File: config.mk
export PLATFORM = sky130hd
export DESIGN_NAME = lc3_pipe_controller_flat
export DESIGN_NICKNAME = d
export VERILOG_FILES = /design/src/rtl/lc3_pipe_controller_if.sv /design/src/rtl/lc3_pipe_controller.sv /design/src/flat_wrapper.sv
export SDC_FILE = /design/constraint.sdc
export NUM_CORES = 1
export LEC_CHECK = 0
export CAP_MARGIN = 0
export CORE_ASPECT_RATIO = 0.6
export CORE_UTILIZATION = 31
export CTS_CLUSTER_DIAMETER = 150
export DETAILED_ROUTE_END_ITERATION = 16
export GPL_ROUTABILITY_DRIVEN = 0
export PLACE_DENSITY = 0.78
export SYNTH_ARGS = -nofsm -noshare
export SYNTH_HDL_FRONTEND = slang
export SYNTH_SLANG_ARGS = --single-unit
export TNS_END_PERCENT = 10
File: constraint.sdc
create_clock -name clock -period 1.6 [get_ports clock]
set_clock_uncertainty 0.15 [all_clocks]
set_input_delay 0.16 -clock clock [delete_from_list [all_inputs] [get_ports clock]]
set_output_delay 0.16 -clock clock [all_outputs]
set_load 0.03 [all_outputs]
File: src/rtl/lc3_pipe_controller_if.sv
// lc3_pipe_controller_if
//   Bundles the sequencer's pipeline-facing signals.
//   master : the controller (consumes IR/IR_Exec/psr/completion flags, drives enables).
//   slave  : the datapath side.
//   Inputs to controller : complete_instr, complete_data, IR[15:0], IR_Exec[15:0], psr[2:0]
//   Outputs of controller: enable_updatePC, enable_fetch, enable_decode, enable_execute,
//                          enable_writeback, br_taken, bypass_alu_1, bypass_alu_2,
//                          mem_state[1:0], and stall_count[15:0] when LC3_CTRL_PERF_EN is defined.
interface lc3_pipe_controller_if;
    logic        complete_instr;
    logic        complete_data;
    logic [15:0] IR;
    logic [15:0] IR_Exec;
    logic [2:0]  psr;
    logic        enable_updatePC;
    logic        enable_fetch;
    logic        enable_decode;
    logic        enable_execute;
    logic        enable_writeback;
    logic        br_taken;
    logic        bypass_alu_1;
    logic        bypass_alu_2;
    logic [1:0]  mem_state;
`ifdef LC3_CTRL_PERF_EN
    logic [15:0] stall_count;
`endif

    modport master (
`ifdef LC3_CTRL_PERF_EN
        output stall_count,
`endif
        input  complete_instr, complete_data, IR, IR_Exec, psr,
        output enable_updatePC, enable_fetch, enable_decode, enable_execute,
        output enable_writeback, br_taken, bypass_alu_1, bypass_alu_2, mem_state
    );

    modport slave (
`ifdef LC3_CTRL_PERF_EN
        input  stall_count,
`endif
        output complete_instr, complete_data, IR, IR_Exec, psr,
        input  enable_updatePC, enable_fetch, enable_decode, enable_execute,
        input  enable_writeback, br_taken, bypass_alu_1, bypass_alu_2, mem_state
    );
endinterface

File: src/rtl/lc3_pipe_controller.sv
// lc3_pipe_controller
//   Central sequencer for the LC-3 5-stage pipeline. Produces per-stage enables, branch-taken,
//   ALU bypass selects and the memory-access state from the decode/execute IRs, PSR and the
//   memory completion flags.
//   clock, reset : rising-edge clock, synchronous active-high reset
//   bus          : lc3_pipe_controller_if.master (see interface file for signal list)
//   Parameter BR_BUBBLES (2..7): cycles fetch/decode stay frozen after a BR/JMP is decoded.
//   Optional macro LC3_CTRL_PERF_EN: adds bus.stall_count, a saturating count of cycles with a
//   filled pipe and fetch disabled.
module lc3_pipe_controller #(
    parameter int unsigned BR_BUBBLES = 3
) (
    input logic                  clock,
    input logic                  reset,
    lc3_pipe_controller_if.master bus
);
    localparam logic [3:0] OpBr  = 4'b0000;
    localparam logic [3:0] OpAdd = 4'b0001;
    localparam logic [3:0] OpLd  = 4'b0010;
    localparam logic [3:0] OpSt  = 4'b0011;
    localparam logic [3:0] OpAnd = 4'b0101;
    localparam logic [3:0] OpLdr = 4'b0110;
    localparam logic [3:0] OpStr = 4'b0111;
    localparam logic [3:0] OpNot = 4'b1001;
    localparam logic [3:0] OpLdi = 4'b1010;
    localparam logic [3:0] OpSti = 4'b1011;
    localparam logic [3:0] OpJmp = 4'b1100;

    typedef enum logic [1:0] {
        MemRead     = 2'd0,
        MemIndirect = 2'd1,
        MemWrite    = 2'd2,
        MemIdle     = 2'd3
    } mem_state_e;

    mem_state_e mem_q, mem_d;
    logic [1:0] fill_q, fill_d;
    logic [2:0] br_q, br_d;

    logic [3:0] op_dec, op_exe;
    logic       exe_is_alu, dec_is_br;
    logic       mem_stall;
    logic       upc_en, fetch_en, decode_en, execute_en, wb_en, br_taken;

    assign op_dec     = bus.IR[15:12];
    assign op_exe     = bus.IR_Exec[15:12];
    assign exe_is_alu = (op_exe == OpAdd) || (op_exe == OpAnd) || (op_exe == OpNot);
    assign dec_is_br  = (op_dec == OpBr) || (op_dec == OpJmp);
    assign mem_stall  = (mem_q != MemIdle);

    // Stage enables, priority: reset > memory stall > branch bubble > fetch stall > fill.
    always_comb begin
        upc_en     = 1'b0;
        fetch_en   = 1'b0;
        decode_en  = 1'b0;
        execute_en = 1'b0;
        wb_en      = 1'b0;
        br_taken   = 1'b0;
        if (reset) begin
            upc_en = 1'b0;
        end else if (mem_stall) begin
            // Only a completing plain/indirect read retires to the register file.
            wb_en = (mem_q == MemRead) && bus.complete_data;
        end else begin
            execute_en = (fill_q >= 2'd2);
            wb_en      = (fill_q == 2'd3);
            if (br_q != 3'd0) begin
                if (br_q == 3'd1) begin
                    upc_en   = 1'b1;
                    br_taken = (op_exe == OpJmp) ||
                               ((op_exe == OpBr) && |(bus.IR_Exec[11:9] & bus.psr));
                end
            end else if (bus.complete_instr) begin
                upc_en    = 1'b1;
                fetch_en  = 1'b1;
                decode_en = (fill_q >= 2'd1);
            end
        end
    end

    // Memory access FSM.
    always_comb begin
        mem_d = mem_q;
        unique case (mem_q)
            MemIdle: begin
                if (execute_en) begin
                    case (op_exe)
                        OpLd, OpLdr:  mem_d = MemRead;
                        OpLdi, OpSti: mem_d = MemIndirect;
                        OpSt, OpStr:  mem_d = MemWrite;
                        default:      mem_d = MemIdle;
                    endcase
                end
            end
            MemRead:     if (bus.complete_data) mem_d = MemIdle;
            MemIndirect: if (bus.complete_data) mem_d = (op_exe == OpSti) ? MemWrite : MemRead;
            MemWrite:    if (bus.complete_data) mem_d = MemIdle;
        endcase
    end

    // Branch bubble counter and pipeline fill counter.
    always_comb begin
        br_d   = br_q;
        fill_d = (fill_q == 2'd3) ? fill_q : fill_q + 2'd1;
        if (!mem_stall) begin
            if (br_q != 3'd0) begin
                br_d = br_q - 3'd1;
            end else if (decode_en && dec_is_br && (mem_d == MemIdle)) begin
                // A branch decoded as a memory op starts is re-decoded after the stall.
                br_d = 3'(BR_BUBBLES);
            end
        end
    end

    always_ff @(posedge clock) begin
        if (reset) begin
            mem_q  <= MemIdle;
            fill_q <= 2'd0;
            br_q   <= 3'd0;
        end else begin
            mem_q  <= mem_d;
            fill_q <= fill_d;
            br_q   <= br_d;
        end
    end

    assign bus.enable_updatePC  = upc_en;
    assign bus.enable_fetch     = fetch_en;
    assign bus.enable_decode    = decode_en;
    assign bus.enable_execute   = execute_en;
    assign bus.enable_writeback = wb_en;
    assign bus.br_taken         = br_taken;
    assign bus.mem_state        = mem_q;

    // Forward from an ALU-class instruction in execute to its consumer in decode.
    assign bus.bypass_alu_1 = !reset && exe_is_alu &&
        ((op_dec == OpAdd) || (op_dec == OpAnd) || (op_dec == OpNot) ||
         (op_dec == OpLdr) || (op_dec == OpStr) || (op_dec == OpJmp)) &&
        (bus.IR_Exec[11:9] == bus.IR[8:6]);
    assign bus.bypass_alu_2 = !reset && exe_is_alu &&
        ((op_dec == OpAdd) || (op_dec == OpAnd)) && !bus.IR[5] &&
        (bus.IR_Exec[11:9] == bus.IR[2:0]);

`ifdef LC3_CTRL_PERF_EN
    logic [15:0] stall_q;
    always_ff @(posedge clock) begin
        if (reset) begin
            stall_q <= 16'd0;
        end else if ((fill_q == 2'd3) && !fetch_en && (stall_q != 16'hFFFF)) begin
            stall_q <= stall_q + 16'd1;
        end
    end
    assign bus.stall_count = stall_q;
`endif

    logic unused_ir_bits;
    assign unused_ir_bits = ^{bus.IR[11:9], bus.IR[4:3], bus.IR_Exec[8:0]};
endmodule

File: src/flat_wrapper.sv
// flat-port wrapper written by rule: the top's interface ports become plain ports
module lc3_pipe_controller_flat 
#(
    parameter int unsigned BR_BUBBLES = 3
)
  (clock, reset, bus_complete_instr, bus_complete_data, bus_IR, bus_IR_Exec, bus_psr, bus_enable_updatePC, bus_enable_fetch, bus_enable_decode, bus_enable_execute, bus_enable_writeback, bus_br_taken, bus_bypass_alu_1, bus_bypass_alu_2, bus_mem_state);
  lc3_pipe_controller_if bus_i ();
  input logic clock;
  input logic reset;
  input wire logic [$bits(bus_i.complete_instr)-1:0] bus_complete_instr;
  input wire logic [$bits(bus_i.complete_data)-1:0] bus_complete_data;
  input wire logic [$bits(bus_i.IR)-1:0] bus_IR;
  input wire logic [$bits(bus_i.IR_Exec)-1:0] bus_IR_Exec;
  input wire logic [$bits(bus_i.psr)-1:0] bus_psr;
  output wire logic [$bits(bus_i.enable_updatePC)-1:0] bus_enable_updatePC;
  output wire logic [$bits(bus_i.enable_fetch)-1:0] bus_enable_fetch;
  output wire logic [$bits(bus_i.enable_decode)-1:0] bus_enable_decode;
  output wire logic [$bits(bus_i.enable_execute)-1:0] bus_enable_execute;
  output wire logic [$bits(bus_i.enable_writeback)-1:0] bus_enable_writeback;
  output wire logic [$bits(bus_i.br_taken)-1:0] bus_br_taken;
  output wire logic [$bits(bus_i.bypass_alu_1)-1:0] bus_bypass_alu_1;
  output wire logic [$bits(bus_i.bypass_alu_2)-1:0] bus_bypass_alu_2;
  output wire logic [$bits(bus_i.mem_state)-1:0] bus_mem_state;
  assign bus_i.complete_instr = bus_complete_instr;
  assign bus_i.complete_data = bus_complete_data;
  assign bus_i.IR = bus_IR;
  assign bus_i.IR_Exec = bus_IR_Exec;
  assign bus_i.psr = bus_psr;
  assign bus_enable_updatePC = bus_i.enable_updatePC;
  assign bus_enable_fetch = bus_i.enable_fetch;
  assign bus_enable_decode = bus_i.enable_decode;
  assign bus_enable_execute = bus_i.enable_execute;
  assign bus_enable_writeback = bus_i.enable_writeback;
  assign bus_br_taken = bus_i.br_taken;
  assign bus_bypass_alu_1 = bus_i.bypass_alu_1;
  assign bus_bypass_alu_2 = bus_i.bypass_alu_2;
  assign bus_mem_state = bus_i.mem_state;
  lc3_pipe_controller #(.BR_BUBBLES(BR_BUBBLES)) u_core (.clock(clock), .reset(reset), .bus(bus_i));
endmodule
Word level (Yosys, flattened, before mapping)
Index checks and enable logic that the tools add are counted.
{"block": "word_totals", "register_bits": 7, "out_inout_bits": 10, "word_cells": 94}
{"block": "classes", "addsub": 2, "magnitude_cmp": 2, "n_eq_ne": 25, "muxes": 28, "n_bitwise": 2, "n_reduce_logical": 32}
{"op": "4-bit by 3-bit equality test with 1-bit output, second input constant", "n": 6}
{"op": "4-bit equality test, second input constant", "n": 6}
{"op": "1-bit 2-to-1 mux", "n": 20}
{"op": "2-bit case mux with 3 select lines", "n": 2}
{"op": "1-bit logical AND", "n": 10}
{"op": "1-bit logical OR", "n": 9}
{"op": "2-bit equality test, second input constant", "n": 4}
{"op": "4-bit by 1-bit equality test with 1-bit output, second input constant", "n": 2}
{"op": "4-bit by 2-bit equality test with 1-bit output, second input constant", "n": 2}
{"op": "4-bit logical NOT", "n": 2}
{"op": "2-bit 2-to-1 mux", "n": 4}
{"op": "2-bit OR reduction", "n": 4}
{"op": "3-bit equality test", "n": 2}
{"op": "3-bit 2-to-1 mux", "n": 2}
{"op": "3-bit AND", "n": 1}
{"op": "3-bit by 1-bit equality test with 1-bit output, second input constant", "n": 1}
{"op": "3-bit nonzero test", "n": 1}
{"op": "3-bit OR reduction", "n": 1}
{"op": "3-bit by 1-bit subtractor with 3-bit output, second input constant", "n": 1}
{"op": "2-bit by 1-bit adder with 2-bit output, second input constant", "n": 1}
{"op": "2-bit by 1-bit equality test with 1-bit output, second input constant", "n": 1}
{"op": "2-bit by 1-bit greater-or-equal comparator with 1-bit output, second input constant", "n": 1}
{"op": "2-bit greater-or-equal comparator, second input constant", "n": 1}
{"op": "1-bit logical NOT", "n": 2}
{"op": "other kinds (5)", "n": 5}

Logic depth before layout (Yosys ltp)
{"block": "depth", "word_depth": 9, "mapped_depth": 7, "depth_no_buf": 7}

Worst setup path after synthesis
Ideal clock, no wire load.
{"block": "synth_path", "path_type": "reg-to-output", "from": "register u_core.br_q[0]", "to": "output bus_br_taken", "arrival_time_ns": 1.946, "slack_ns": -0.656, "stages_incl_launch_ff": 7, "path_buffers": 0, "path_cell_list": "dfxtp_1 > inv_1 > ha_1 > ha_1 > nor2_1 > nand3_1 > nor4_1"}
{"block": "synth_between", "elab_chain_cells": 5}
{"element": "from (decl)", "line": "lc3_pipe_controller.sv:38", "text": "logic [2:0] br_q, br_d;"}
{"element": "from (signal assigned)", "line": "lc3_pipe_controller.sv:123", "text": "br_q <= br_d;"}
{"element": "3-bit by 1-bit equality test with 1-bit output", "line": "lc3_pipe_controller.sv:68", "text": "if (br_q == 3'd1) begin"}
{"element": "1-bit 2-to-1 mux", "line": "lc3_pipe_controller.sv:68"}
{"element": "1-bit 2-to-1 mux *", "line": "lc3_pipe_controller.sv:67", "text": "if (br_q != 3'd0) begin"}
{"element": "1-bit 2-to-1 mux *", "line": "lc3_pipe_controller.sv:61", "text": "end else if (mem_stall) begin"}
{"element": "1-bit 2-to-1 mux *", "line": "lc3_pipe_controller.sv:59", "text": "if (reset) begin"}
{"element": "to (decl)", "line": "flat_wrapper.sv:20", "text": "output wire logic [$bits(bus_i.br_taken)-1:0] bus_br_taken;"}
Every way passes the cells marked *; elsewhere a longest branch is shown, timed or not.

Worst setup path after layout
Ends and elaborated chain as after synthesis.

==> reports/results.txt <==
CP required -> 1.29 ns
distinct cell type count after synthesis -> 35
HPWL after detailed placement -> 2380 µm
synthesized instance count -> 91
CTS clk-pin slew, worst paths -> 0.04 ns
Seq cells post-synth -> 7
H-tree Lvls -> 1
first-pass GRT wire length -> 4550 µm
CP Max Fanout -> 2
share of layout cells above drive strength 1 -> 0.488
Post-route DRC -> 0
initial core utilization -> 0.329
total power -> 1.51 mW
Final Setup Violations -> 10
PnR worst setup slack -> -0.295 ns
CP Capture Type -> output pin
die width -> 63.8 µm
Die Ht -> 39.1 µm
WL final -> 3080 µm
n_diodes -> 0
cts-stage hold buffer count -> 0
grt ovf -> 0
Mapped Nets -> 137
initial antenna violation count -> 0
die area -> 2490 µm²
Worst Tran Pin Value -> 0.289 ns
largest net degree at the start of global routing -> 10
final setup TNS -> -1.93 ns
vias in the first global route -> 929
Post-synth EDFFs -> 0
all-layer global routing usage -> 0.258
ys async rst share -> 0
Synth Area per Inst -> 7.81 µm²
Layout Area Growth over Synthesis -> 111%
Detailed Route Iter0 Violations -> 47
worst setup path category -> register to output pin
pwr dens -> 1010 nW/µm²
failing checks -> negative setup slack
shortest period the worst path allows -> 1.90 ns
pins over their slew limit -> 0
Net count, final -> 207
IO Port Bufs -> 34
Slew headroom -> 0.807
hold crit path type -> input pin to register
Critical Path AT -> 1.59 ns
status -> finished with violations
drt wl/cell -> 16.2 µm
dominant synthesized flop cell -> dfxtp_1
total CTS buffers -> 3
f_max -> 528 MHz
io pins -> 49
sequential share of the synthesized area -> 0.197
static leakage -> 0.657 nW
number of hold violations in the final report -> 0
Longest Clk Path Bufs -> 2
Max VDD drop -> 0.630 mV
RSZ-0062 raised after global routing -> true
Final ANT Viol Nets -> 0
Max Cap Viol -> 0
Core Area -> 2160 µm²
Clock Sinks -> 7
CTS tree -> yes
Worst-Skew Late Latency -> 0.23 ns
via count -> 940
synth warn -> 0
period utilisation layout -> 1.18
via/cell ratio -> 4.95
Netlist Area Pre-Place -> 711 µm²
clock root cell -> clkbuf_8
crit path launch type -> register
drt first pass iters -> 7
Std-Cell Rows -> 13
flip-flops by register name, indices dropped and copies added, names as in the netlist:
name,flops
u_core.br_q,3
u_core.bus.mem_state,2
u_core.fill_q,2
synthesized netlist by cell type (3+ instances only):
library cell	instances	area, µm²
nand2_1	6	22.5
xnor2_1	6	52.6
ha_1	7	87.6
dfxtp_1	7	140
xor2_1	3	26.3
inv_1	10	37.5
nand3_1	4	20.0
nor2_1	13	48.8
power breakdown:
part	internal [mW]	leakage (nW)	switching [mW]
Sequential	0.223	0.0584	0.0328
Combinational	0.523	0.576	0.483
Clock	0.173	0.0228	0.0793
Total	0.919	0.657	0.595
cell type report:
class | instances | area (µm²)
clock buffer | 4 | 45.0
fill | 172 | 661
inverter | 10 | 37.5
multi-input combinational | 73 | 674
sequential | 7 | 151
tap | 30 | 37.5
timing repair buffer | 66 | 557
per-layer routing:
layer	global-route usage	share of wire
met1	0.330	0.43
met2	0.444	0.49
met3	0.0765	0.079
met4	0.0284	0.0045
met5	0	0
critical path, stage by stage, from the launching register on:
cell and delay (ns):
dfxtp_2 0.33, inv_2 0.05, ha_4 0.16, ha_4 0.16, nor2_4 0.09, nand3_4 0.08, nor4_4 0.28, buf_4 0.20
cell families (layout without fill, tap and decap cells):
group / after synthesis / after routing / share of synthesized area
AND/OR/NAND/NOR: 39 / 39 / 0.289
AO/OA/AOI/OAI: 15 / 15 / 0.176
buffers and inverters: 11 / 80 / 0.0581
XOR/XNOR: 9 / 9 / 0.111
adder cells (fa/ha/maj): 7 / 7 / 0.123
flip-flops: 7 / 7 / 0.197
multiplexers: 3 / 3 / 0.0458
final timing paths:
check / from / endpoint / slack [ns] / depth (start not counted)
worst max-delay path: u_core.br_q[0] / bus_br_taken / -0.30 / 7
worst min-delay path: reset / u_core.br_q[0] / 0.30 / 3
worst max register to register: u_core.br_q[0] / u_core.br_q[2] / -0.26 / 8
worst min register to register: u_core.fill_q[1] / u_core.fill_q[1] / 0.41 / 2
per-stage QoR:
stage	hold slack [ns]	instance area [µm²]	worst slack, ns	instances	util
floorplan	0.217	791	-0.107	91	-
global placement	0.373	1380	-0.430	185	0.637
detailed placement	0.401	1380	-0.480	185	0.637
CTS	0.290	1450	-0.309	190	0.669
global route	0.309	1500	-0.349	190	0.695
finish	0.302	1500	-0.295	190	0.695
cells in the final DEF, fill, tap and decap left out, drive strengths merged, types with 2 or more instances in the layout:
cell type / synthesis / layout
clkbuf: 1 / 4
dlygate4sd2: 0 / 9
or2: 2 / 2
xor2: 3 / 3
clkdlybuf4s50: 0 / 17
o21ai: 2 / 2
a21oi: 2 / 2
nor2: 13 / 13
nor4: 2 / 2
nand2: 6 / 6
a31oi: 2 / 2
xnor2: 6 / 6
a311oi: 2 / 2
dfxtp: 7 / 7
and2: 2 / 2
inv: 10 / 10
mux2: 2 / 2
buf: 0 / 40
nor3: 3 / 3
ha: 7 / 7
nand3: 4 / 4
timing repair:
item / CTS / global route
buffers inserted: 1 / 0
pin swaps: 10 / 3
gates resized for setup: 18 / 10
endpoints found under the setup margin: 14 / 11
(Power assumes the default switching activity.)
